==> config.mk <==
export PLATFORM = sky130hd
export DESIGN_NAME = unidade_controle
export DESIGN_NICKNAME = d
export VERILOG_FILES = /design/src/rtl/unidade_controle.sv
export SDC_FILE = /design/constraint.sdc
export NUM_CORES = 1
export LEC_CHECK = 0
export CORE_AREA = 2 2 39 41
export CTS_BUF_LIST = sky130_fd_sc_hd__clkbuf_2 sky130_fd_sc_hd__clkbuf_4 sky130_fd_sc_hd__clkbuf_8
export DETAILED_ROUTE_END_ITERATION = 10
export DIE_AREA = 0 0 41 43
export DONT_BUFFER_PORTS = 1
export PLACE_DENSITY = 0.69
export SYNTH_ARGS = -nofsm -noshare
export SYNTH_HDL_FRONTEND = slang
export SYNTH_SLANG_ARGS = --single-unit
==> constraint.sdc <==
create_clock -name clock -period 4 [get_ports clock]
set_input_delay 0.2 -clock clock [delete_from_list [all_inputs] [get_ports clock]]
set_output_delay 0.2 -clock clock [all_outputs]
set_load 0.02 [all_outputs]
==> src/rtl/unidade_controle.sv <==
// -----------------------------------------------------------------------------
// unidade_controle
//
// Purpose: control unit for a small X/Y/Z register datapath with a 2-bit ALU.
// Accepts one 3-bit instruction at a time through a valid/ready handshake.
// It then sequences register commands and the ALU operation.
// Finally it pulses `done` when the instruction is complete.
//
// Instruction set (opcode):
//    000 NOP     -> DONE
//    001 LOADX   -> LDX   -> DONE
//    010 LOADY   -> LDY   -> DONE
//    011 ADD     -> EXEC -> STORE -> DONE
//    100 SUB     -> EXEC -> STORE -> DONE
//    101 AND     -> EXEC -> STORE -> DONE
//    110 OR      -> EXEC -> STORE -> DONE
//    111 CLRALL  -> CLR   -> DONE
//
// Ports:
//    clock        in   sole clock, rising edge
//    reset        in   synchronous, active-high
//    instr_valid  in   an instruction is offered on opcode
//    opcode       in   [2:0] instruction code
//    instr_ready  out  unit is in IDLE and can accept an instruction
//    tx, ty, tz   out  [3:0] register commands (CLEAR / LOAD / HOLD)
//    ula_op       out  [1:0] ALU operation (0 ADD, 1 SUB, 2 AND, 3 OR)
//    done         out  one-cycle completion pulse
//    contador     out  [7:0] completed-instruction count (only with
//                      INSTR_COUNT_EN defined)
//
// Configuration macro: INSTR_COUNT_EN enables the instruction counter and
// the `contador` port.
//
// Every output is a flop.  Each output's next value is decoded from the
// *next* state, so an output changes at the edge where its state is entered.
// Example: LOADX accepted at edge E0 shows tx=LOAD during E0..E1.
// -----------------------------------------------------------------------------
module unidade_controle #(
   parameter logic [3:0] CLEAR = 4'd0,
   parameter logic [3:0] LOAD  = 4'd1,
   parameter logic [3:0] HOLD  = 4'd2
) (
   input  logic       clock,
   input  logic       reset,
   input  logic       instr_valid,
   input  logic [2:0] opcode,
   output logic       instr_ready,
   output logic [3:0] tx,
   output logic [3:0] ty,
   output logic [3:0] tz,
   output logic [1:0] ula_op,
   output logic       done
`ifdef INSTR_COUNT_EN
   ,
   output logic [7:0] contador
`endif
);

   typedef enum logic [2:0] {
      IDLE  = 3'd0,
      LDX   = 3'd1,
      LDY   = 3'd2,
      EXEC  = 3'd3,
      STORE = 3'd4,
      CLR   = 3'd5,
      DONE  = 3'd6
   } state_t;

   state_t     state_q, state_d;
   logic [2:0] op_q, op_d;
   logic [3:0] tx_q, tx_d;
   logic [3:0] ty_q, ty_d;
   logic [3:0] tz_q, tz_d;
   logic [1:0] ula_q, ula_d;
   logic       done_q, done_d;
   logic       ready_q, ready_d;

   // Next-state and registered-output decode
   always_comb begin
      state_d = state_q;
      op_d    = op_q;
      tx_d    = HOLD;
      ty_d    = HOLD;
      tz_d    = HOLD;
      ula_d   = ula_q;

      case (state_q)
         IDLE: begin
            if (instr_valid) begin
               op_d = opcode;
               case (opcode)
                  3'b000:  state_d = DONE;
                  3'b001:  state_d = LDX;
                  3'b010:  state_d = LDY;
                  3'b111:  state_d = CLR;
                  default: state_d = EXEC;
               endcase
            end
         end
         LDX:     state_d = DONE;
         LDY:     state_d = DONE;
         CLR:     state_d = DONE;
         EXEC:    state_d = STORE;
         STORE:   state_d = DONE;
         DONE:    state_d = IDLE;
         default: state_d = IDLE;
      endcase

      // Outputs for the state being entered at this edge.
      case (state_d)
         LDX: tx_d = LOAD;
         LDY: ty_d = LOAD;
         EXEC: begin
            tz_d = HOLD;
            // ALU opcodes 011..110 map onto ula_op 0..3.
            case (op_d)
               3'b100:  ula_d = 2'd1;
               3'b101:  ula_d = 2'd2;
               3'b110:  ula_d = 2'd3;
               default: ula_d = 2'd0;
            endcase
         end
         STORE: tz_d = LOAD;   // ula_d keeps the value set in EXEC
         CLR: begin
            tx_d = CLEAR;
            ty_d = CLEAR;
            tz_d = CLEAR;
         end
         default: ;
      endcase

      done_d  = (state_d == DONE);
      ready_d = (state_d == IDLE);
   end

   always_ff @(posedge clock) begin
      if (reset) begin
         state_q <= IDLE;
         op_q    <= 3'd0;
         tx_q    <= HOLD;
         ty_q    <= HOLD;
         tz_q    <= HOLD;
         ula_q   <= 2'd0;
         done_q  <= 1'b0;
         ready_q <= 1'b1;
      end else begin
         state_q <= state_d;
         op_q    <= op_d;
         tx_q    <= tx_d;
         ty_q    <= ty_d;
         tz_q    <= tz_d;
         ula_q   <= ula_d;
         done_q  <= done_d;
         ready_q <= ready_d;
      end
   end

   assign instr_ready = ready_q;
   assign tx          = tx_q;
   assign ty          = ty_q;
   assign tz          = tz_q;
   assign ula_op      = ula_q;
   assign done        = done_q;

`ifdef INSTR_COUNT_EN
   logic [7:0] cnt_q, cnt_d;

   // Counts at the same edge that raises done, so it moves with the pulse.
   // The 8-bit add wraps naturally from 255 to 0.
   always_comb begin
      cnt_d = cnt_q;
      if (done_d) begin
         cnt_d = cnt_q + 8'd1;
      end
   end

   always_ff @(posedge clock) begin
      if (reset) begin
         cnt_q <= 8'd0;
      end else begin
         cnt_q <= cnt_d;
      end
   end

   assign contador = cnt_q;
`endif

endmodule

# Word-level counts from Yosys, hierarchy flattened
# Index checks and enable logic that the tools add are counted.
# Widths: inputs -> output; s select.
[classes]
add_sub_neg = 0
n_mul = 0
div = 0
magnitude_cmp = 0
n_eq_ne = 17
shifts = 0
muxes = 9
n_bitwise = 0
n_reduce_logical = 4
[op_table]
columns = ["op", "n"]
rows = [
  ["$eq 3x3->1 const B", 9],
  ["$eq 3x2->1 const B", 5],
  ["$pmux 2 s2", 3],
  ["$pmux 3 s4", 1],
  ["$eq 3x1->1 const B", 3],
  ["$logic_not 3->1", 3],
  ["$mux 3", 3],
  ["$pmux 3 s3", 1],
  ["$pmux 2 s3", 1],
  ["$reduce_or 4->1", 1],
]
[word_totals]
register_bits = 22
latchBits = 0
ram_bits = 0
romBits = 0
input_bits = 6
output_inout_bits = 16
elab_cells = 38
mem_count = 0

# Longest topological paths before layout
# Gate-level depths: netlist of run 1.
[depth]
depth_word = 6
ltp_mapped = 4
mapped_depth_nobuf = 3

# Worst setup path after synthesis of run 1
# No wires, ideal clock.
[synth_timing]
kind = "reg2reg"
start = "register state_q[0]"
end = "register tx_q[0], in the netlist tx[0]"
setup_time_ns = 0.060
t_arrival_ns = 1.362
required_time_ns = 3.940
setup_slack_ns = 2.579
path_stages_with_launch = 4
path_buffers = 0
synth_period_minus_slack_ns = 1.421
path_cell_list = "dfxtp_1 > or4b_2 > o211ai_1 > and3_1"
[synth_via]
elab_chain_cells = 5
elab_cells_between_ends = 12
cone_classes = "eq/ne (7); mux (3); reduce/logical (2)"
[synth_lines]
columns = ["element", "line_no", "text"]
rows = [
  ["start, declared", "69", "state_t state_q, state_d;"],
  ["start signal, assigned", "147", "state_q <= state_d;"],
  ["$eq 3x3->1 (tied with other cells)", "87", "case (state_q)"],
  ["$reduce_or 4->1 (no source line)", "--", ""],
  ["$pmux 3 s3 (*)", "87", ""],
  ["$eq 3x3->1 or $eq 3x1->1 (tied branches)", "110", "case (state_d)"],
  ["$pmux 2 s2 (*)", "110", ""],
  ["end signal, assigned", "149", "tx_q <= tx_d;"],
  ["end, declared", "71", "logic [3:0] tx_q, tx_d;"],
]
# Mark *: on every way between the ends. The rest lies on a longest branch, timed or not.
# A chain may end at the register's enable or synchronous reset.

# Worst setup path after layout of run 1
# Ends and elaborated chain as after synthesis.

==> results.cfg, run 1 <==
[status]
status = complete, no violations

[finish]
fillers = 139
final_common_cell = dfxtp_1
diodes = 0
area_delta_synth_final_pct = 1.41
drive_above_1_share_pct = 17.5
nets = 70
finalInstanceArea_um2 = 631
final_cell_mix = dfxtp_1, conb_1, nor2_1, clkbuf_4, dlygate4sd3_1

[worst_setup_path]
startpoint = state_q[0]
crit_path_end_kind = register
crit_fanout = 6
path_class = register to register
r2r_cells = 3
startpoint_type = register
required_ns = 4.22
arrival_ns = 1.79
r2r-start = state_q[0]

[sta]
period_needed_ns = 1.57
setup_viol = 0
hold_violations = 0
finClkSkew_ns = 0.00234
tns_ns = 0
fmax_ghz = 0.638
slew_viol_final = 0
rsz0062_at_grt = no
fin_crit_sh_pct = 39.2

[run]
cap_violations = 0

[global_route]
overflow = 0
grt_max_degree = 11
antenna_found_initial = 0
grt_pass1_vias = 397
grt_util_all_layers_pct = 14.6
grt_pass1_wl_um = 1740

[logic_synthesis]
yosysWarnings = 0
synth_edf_count = 0
synthCells = 62
synthArstFlopShare_pct = 0
synth_cell_types = 31
synth-seq-cells = 13
syn_area_per_cell_um2 = 10.0
seq_area_frac_synth_pct = 41.9
synth_top_flop_cell = dfxtp_1
synth_area_um2 = 622

[clocking]
path_clk_slew_ns = 0.08
htreeDepth = 1
root_buffer = clkbuf_4
clk_latency_ns = 0.27
cts_tree = done
cts_sinks = 13
clk_path_buf_depth = 2
ctsResizeCount = 0
post_cts_buffers = 0
numCtsBuffers = 3

[die]
fp.dieH_um = 43
dieArea_um2 = 1760
ioPinCount = 22
die_x_um = 41
core_um2 = 1380
initial_utilization_pct = 44.9
rows = 14

[placed_design]
gp_congestion = 0.777
place_hpwl_um = 727
io_buffers = 0
place_area_um2 = 573

[power]
peakVddDrop_v = 0.000118
p_leak_nw = 0.241
total_power_mw = 0.288
cellPowerDensity_nw_per_um2 = 457

[route]
viasPerCell = 5.49
finalWirelength_um = 1050
drtIter0Drc = 9
vias = 434
routedWlPerCell_um = 13.3
detail-route-antenna-nets = 0
drc = 0
dr.pass1.iters = 4

[min_path]
whs_path_depth = 1
min_path_type = primary input to register
hp-start = reset
report_power, final:
part           leakage [nW]  internal [mW]  switching [mW]
clock network        0.0177         0.0370          0.0420
registers             0.107          0.141          0.0200
logic                 0.116         0.0224          0.0252
layout make-up:
type / count / area (um2) / area share (%)
clock buffers: 3 / 22.5 / 3.57
clock inverters: 1 / 5.00 / 0.794
multi-input cells: 43 / 293 / 46.4
flip-flops and latches: 13 / 260 / 41.3
well taps: 16 / 20.0 / 3.17
repair buffers: 3 / 30.0 / 4.76
registers in the layout (all words and copies together) (netlist names):
name,cells
ula_op,2
tz,2
ty,2
state_q,3
instr_ready,1
done,1
tx,2
routing by layer:
metal	GRT usage, %	share of wire (%)	vias to the layer above
met5	0	0	-
li1	-	-	219
met3	6.81	8.1	2
met2	18.8	48	17
met4	10.0	1.3	0
met1	18.4	43	196
synth_stat cells, types with 2 or more instances:
library cell / count / area, um2
nor3_1: 2 / 10.0
nand3_1: 2 / 10.0
dfxtp_1: 13 / 260
a21boi_0: 2 / 15.0
o21ai_0: 2 / 10.0
buf_4: 8 / 60.1
xnor2_1: 2 / 17.5
nor4b_2: 2 / 30.0
buf_6: 2 / 22.5
nor2_1: 4 / 15.0
a2111oi_0: 2 / 17.5
a21oi_1: 2 / 10.0
final timing paths:
| path | to | slack [ns] |
|---|---|---|
| setup / recovery | tx[0] | 2.43 |
| hold reg to reg | ula_op[1] | 0.63 |
| setup reg to reg | tx[0] | 2.43 |
| hold / removal | ula_op[1] | 0.01 |
per-stage QoR:
stage               std cells  utilization (%)  worst slack (ns)  hold slack, ns
finish                     79             45.6              2.43          0.0119
global route               79             45.6              2.37         0.00256
CTS                        79             45.6              2.44         0.00420
detailed placement         72             41.4              2.47           0.275
global placement           72             41.4              2.48           0.275
floorplan                  67                -              2.58           0.380
logic make-up after synthesis:
| group | after synthesis | share of synthesized area (%) |
|---|---|---|
| flip-flops | 13 | 41.9 |
| other | 1 | 0.603 |
| AO/OA/AOI/OAI | 12 | 13.7 |
| AND/OR/NAND/NOR | 22 | 25.6 |
| XOR/XNOR | 3 | 4.23 |
| buffers and inverters | 11 | 14.1 |
worst max-delay path: stages (launching register included):
cell and delay, ns:
dfxtp_1 0.37, or4b_2 0.68, o211ai_1 0.28, and3_1 0.20
what timing repair did:
action	4_1_cts	5_1_grt
endpoints found under the hold margin	5	0
setup endpoints to repair	0	0
hold buffers	3	0
Note: power is estimated with default switching activity, not from simulation.
==> inputs of run 2 (changes only) <==
--- a/config.mk
+++ b/config.mk
@@ -5,12 +5,12 @@
 export SDC_FILE = /design/constraint.sdc
 export NUM_CORES = 1
 export LEC_CHECK = 0
-export CORE_AREA = 2 2 39 41
+export ABC_AREA = 1
+export CORE_UTILIZATION = 57
 export CTS_BUF_LIST = sky130_fd_sc_hd__clkbuf_2 sky130_fd_sc_hd__clkbuf_4 sky130_fd_sc_hd__clkbuf_8
 export DETAILED_ROUTE_END_ITERATION = 10
-export DIE_AREA = 0 0 41 43
 export DONT_BUFFER_PORTS = 1
-export PLACE_DENSITY = 0.69
+export PLACE_DENSITY = 0.83
 export SYNTH_ARGS = -nofsm -noshare
 export SYNTH_HDL_FRONTEND = slang
 export SYNTH_SLANG_ARGS = --single-unit
==> constraint.sdc (replaced) <==
create_clock -name clock -period 1.35 [get_ports clock]
set_input_delay 0.0675 -clock clock [delete_from_list [all_inputs] [get_ports clock]]
set_output_delay 0.0675 -clock clock [all_outputs]
set_load 0.02 [all_outputs]
==> run 2 against run 1 <==
Compared with the run above:
- largest cell class unchanged
- register-to-register slack worse by 2.3 ns
- non-clock buffer count is 2 lower
- combinational power rose to 11 times the previous value
- global-route usage up 3.7 points
- maximum frequency up 24%
- clock skew about the same
- synthesized cell count increased by 81%
- sequential power rose to 4.6 times the previous value
==> results.cfg, run 2 <==
[status]
status = complete, no violations

[logic_synthesis]
synth_top_flop_cell = dfxtp_1
synth_top_area_share_pct = 40.0
yosysWarnings = 0
synth_area_um2 = 801
syn_area_per_cell_um2 = 7.15
synthArstFlopShare_pct = 0
synth_edf_count = 0
synth_common_cells = nand2_1, dfxtp_1, inv_1, nor2_1
seq_area_frac_synth_pct = 40.0
synth-seq-cells = 16
synth.area.top_cells = dfxtp_1, nand2_1, buf_4, nand2_2, inv_1
synth.most_common_cell = nand2_1
synth_cell_types = 18
synthCells = 112
synth_area_leader_cell = dfxtp_1

[min_path]
whs_path_depth = 3
min_path_type = primary input to register

[clocking]
path_clk_slew_ns = 0.09
cts_sinks = 16
ctsResizeCount = 0
htreeDepth = 1
clk_latency_ns = 0.29
post_cts_buffers = 0
numCtsBuffers = 3
root_buffer = clkbuf_4
cts_tree = done
clk_path_buf_depth = 2

[power]
comb_power_share_pct = 33.9
pwr-share-clk_pct = 19.2
switching_share_pct = 41.5
p_sw_mw = 0.664
p_int_mw = 0.935
p_leak_nw = 0.415
seq_power_share_pct = 46.9
cellPowerDensity_nw_per_um2 = 1960
peakVddDrop_v = 0.000998

[finish]
nets = 121
final_util_pct = 62.8
final_common_cell = nand2_1
diodes = 0
area_delta_synth_final_pct = 2.03
finalInstanceArea_um2 = 817
reg_top3 = op_q: 3 flops, state_q: 3 flops
final_cell_mix = nand2_1, dfxtp_1, inv_1, nor2_1, nand2_2
drive_above_1_share_pct = 22.8
fin_cells = 129

[worst_setup_path]
crit_path_end_kind = register
r2r_slack_ns = 0.08
path_class = register to register
crit_end = ty[1]
arrival_ns = 1.46
crit_fanout = 4
r2r_cells = 8
r2r-end = ty[1]
r2r-start = state_q[0]
startpoint = state_q[0]
required_ns = 1.54
startpoint_type = register

[placed_design]
gp_congestion = 0.827
io_buffers = 0
place_hpwl_um = 989
place_area_um2 = 771
dp_cells = 124

[sta]
fmax_ghz = 0.790
period_needed_ns = 1.27
hold_violations = 0
tns_ns = 0
setup_viol = 0
slew_viol_final = 0
rsz0062_at_grt = yes
fin_crit_sh_pct = 93.8
finClkSkew_ns = 0.00275

[global_route]
antenna_found_initial = 0
grt_pass1_vias = 493
grt_max_degree = 10
grt_util_all_layers_pct = 18.3
overflow = 0
grt_pass1_wl_um = 1840

[die]
fp.dieH_um = 39.5
rows = 13
die_x_um = 39.5
initial_utilization_pct = 61.5
dieArea_um2 = 1560
core_um2 = 1300
ioPinCount = 22

[route]
dr.pass1.iters = 6
drc = 0
drtIter0Drc = 10
detail-route-antenna-nets = 0
routedWlPerCell_um = 9.31
viasPerCell = 4.67
vias = 602
finalWirelength_um = 1200

[run]
cap_violations = 0
## run 2: cell count changes after synthesis, moves of 3 or more
cell | before | now
inv_1 | 0 | 11
dfxtp_1 | 13 | 16
nor2_2 | 0 | 6
nand2_2 | 0 | 7
nand3_1 | 2 | 5
nand2_1 | 1 | 33
nor2_1 | 4 | 10
nor2_4 | 0 | 3
inv_2 | 0 | 4
## run 2: worst min path at each step
stage	slack (ns)	endpoint	start
floorplan	0.25	op_q[2]	reset
global placement	0.14	op_q[2]	reset
finish	0.04	op_q[1]	instr_valid
global route	0.03	op_q[1]	instr_valid
detailed placement	0.14	op_q[1]	reset
CTS	0.03	op_q[1]	instr_valid
## run 2: power by group through the flow
stage                     combinational (mW)  clock [mW]  sequential (mW)
final                                  0.542       0.307            0.750
after global routing                   0.612       0.333            0.767
after CTS                              0.547       0.315            0.752
after detailed placement               0.537           0            0.764
after global placement                 0.526           0            0.760
after floorplan                        0.496           0            0.749
## run 2: cell families (layout without fill, tap and decap cells)
| group | after synthesis | after routing | share of synthesized area [%] |
|---|---|---|---|
| buffers and inverters | 23 | 20 | 15.5 |
| AOI/OAI and AO/OA | 5 | 5 | 3.12 |
| and+or+nand+nor | 67 | 67 | 40.9 |
| other | 1 | 6 | 0.468 |
| DFF | 16 | 16 | 40.0 |
## run 2: stage by stage
stage	setup slack (ns)	power [mW]	hold WS, ns
2_1_floorplan	0.189	1.24	0.252
3_3_place_gp	0.0980	1.29	0.140
3_5_place_dp	0.0857	1.30	0.144
4_1_cts	0.0745	1.61	0.0261
5_1_grt	-0.000181	1.71	0.0306
6_report	0.0834	1.60	0.0357
## run 2: area by class of cell
class	instances	area (um2)
clock buffer	4	36.3
tap	15	18.8
multi-input combinational	78	375
timing repair buffer	1	10.0
fill	132	484
sequential	16	320
inverter	15	56.3
## run 2: repair_timing
action | 4_1_cts | 5_1_grt
hold buffers | 1 | 0
hold endpoints to repair | 15 | 0
setup endpoints to repair | 0 | 1
## run 2: worst max-delay path, stage by stage (launching register included)
cell and delay (ns):
dfxtp_1 0.35, nor2_2 0.18, nand3_2 0.12, nor2_2 0.18
nor2_4 0.06, nor2_4 0.12, inv_2 0.05, nor2_2 0.08
nor2_2 0.03
## run 2: routing by layer
metal	part of all wire [%]	vias up	global-route usage, %
li1	-	325	-
met1	43	262	17.5
met2	52	13	32.4
met3	4.6	2	10.8
met4	0.50	0	5.17
met5	0	-	0
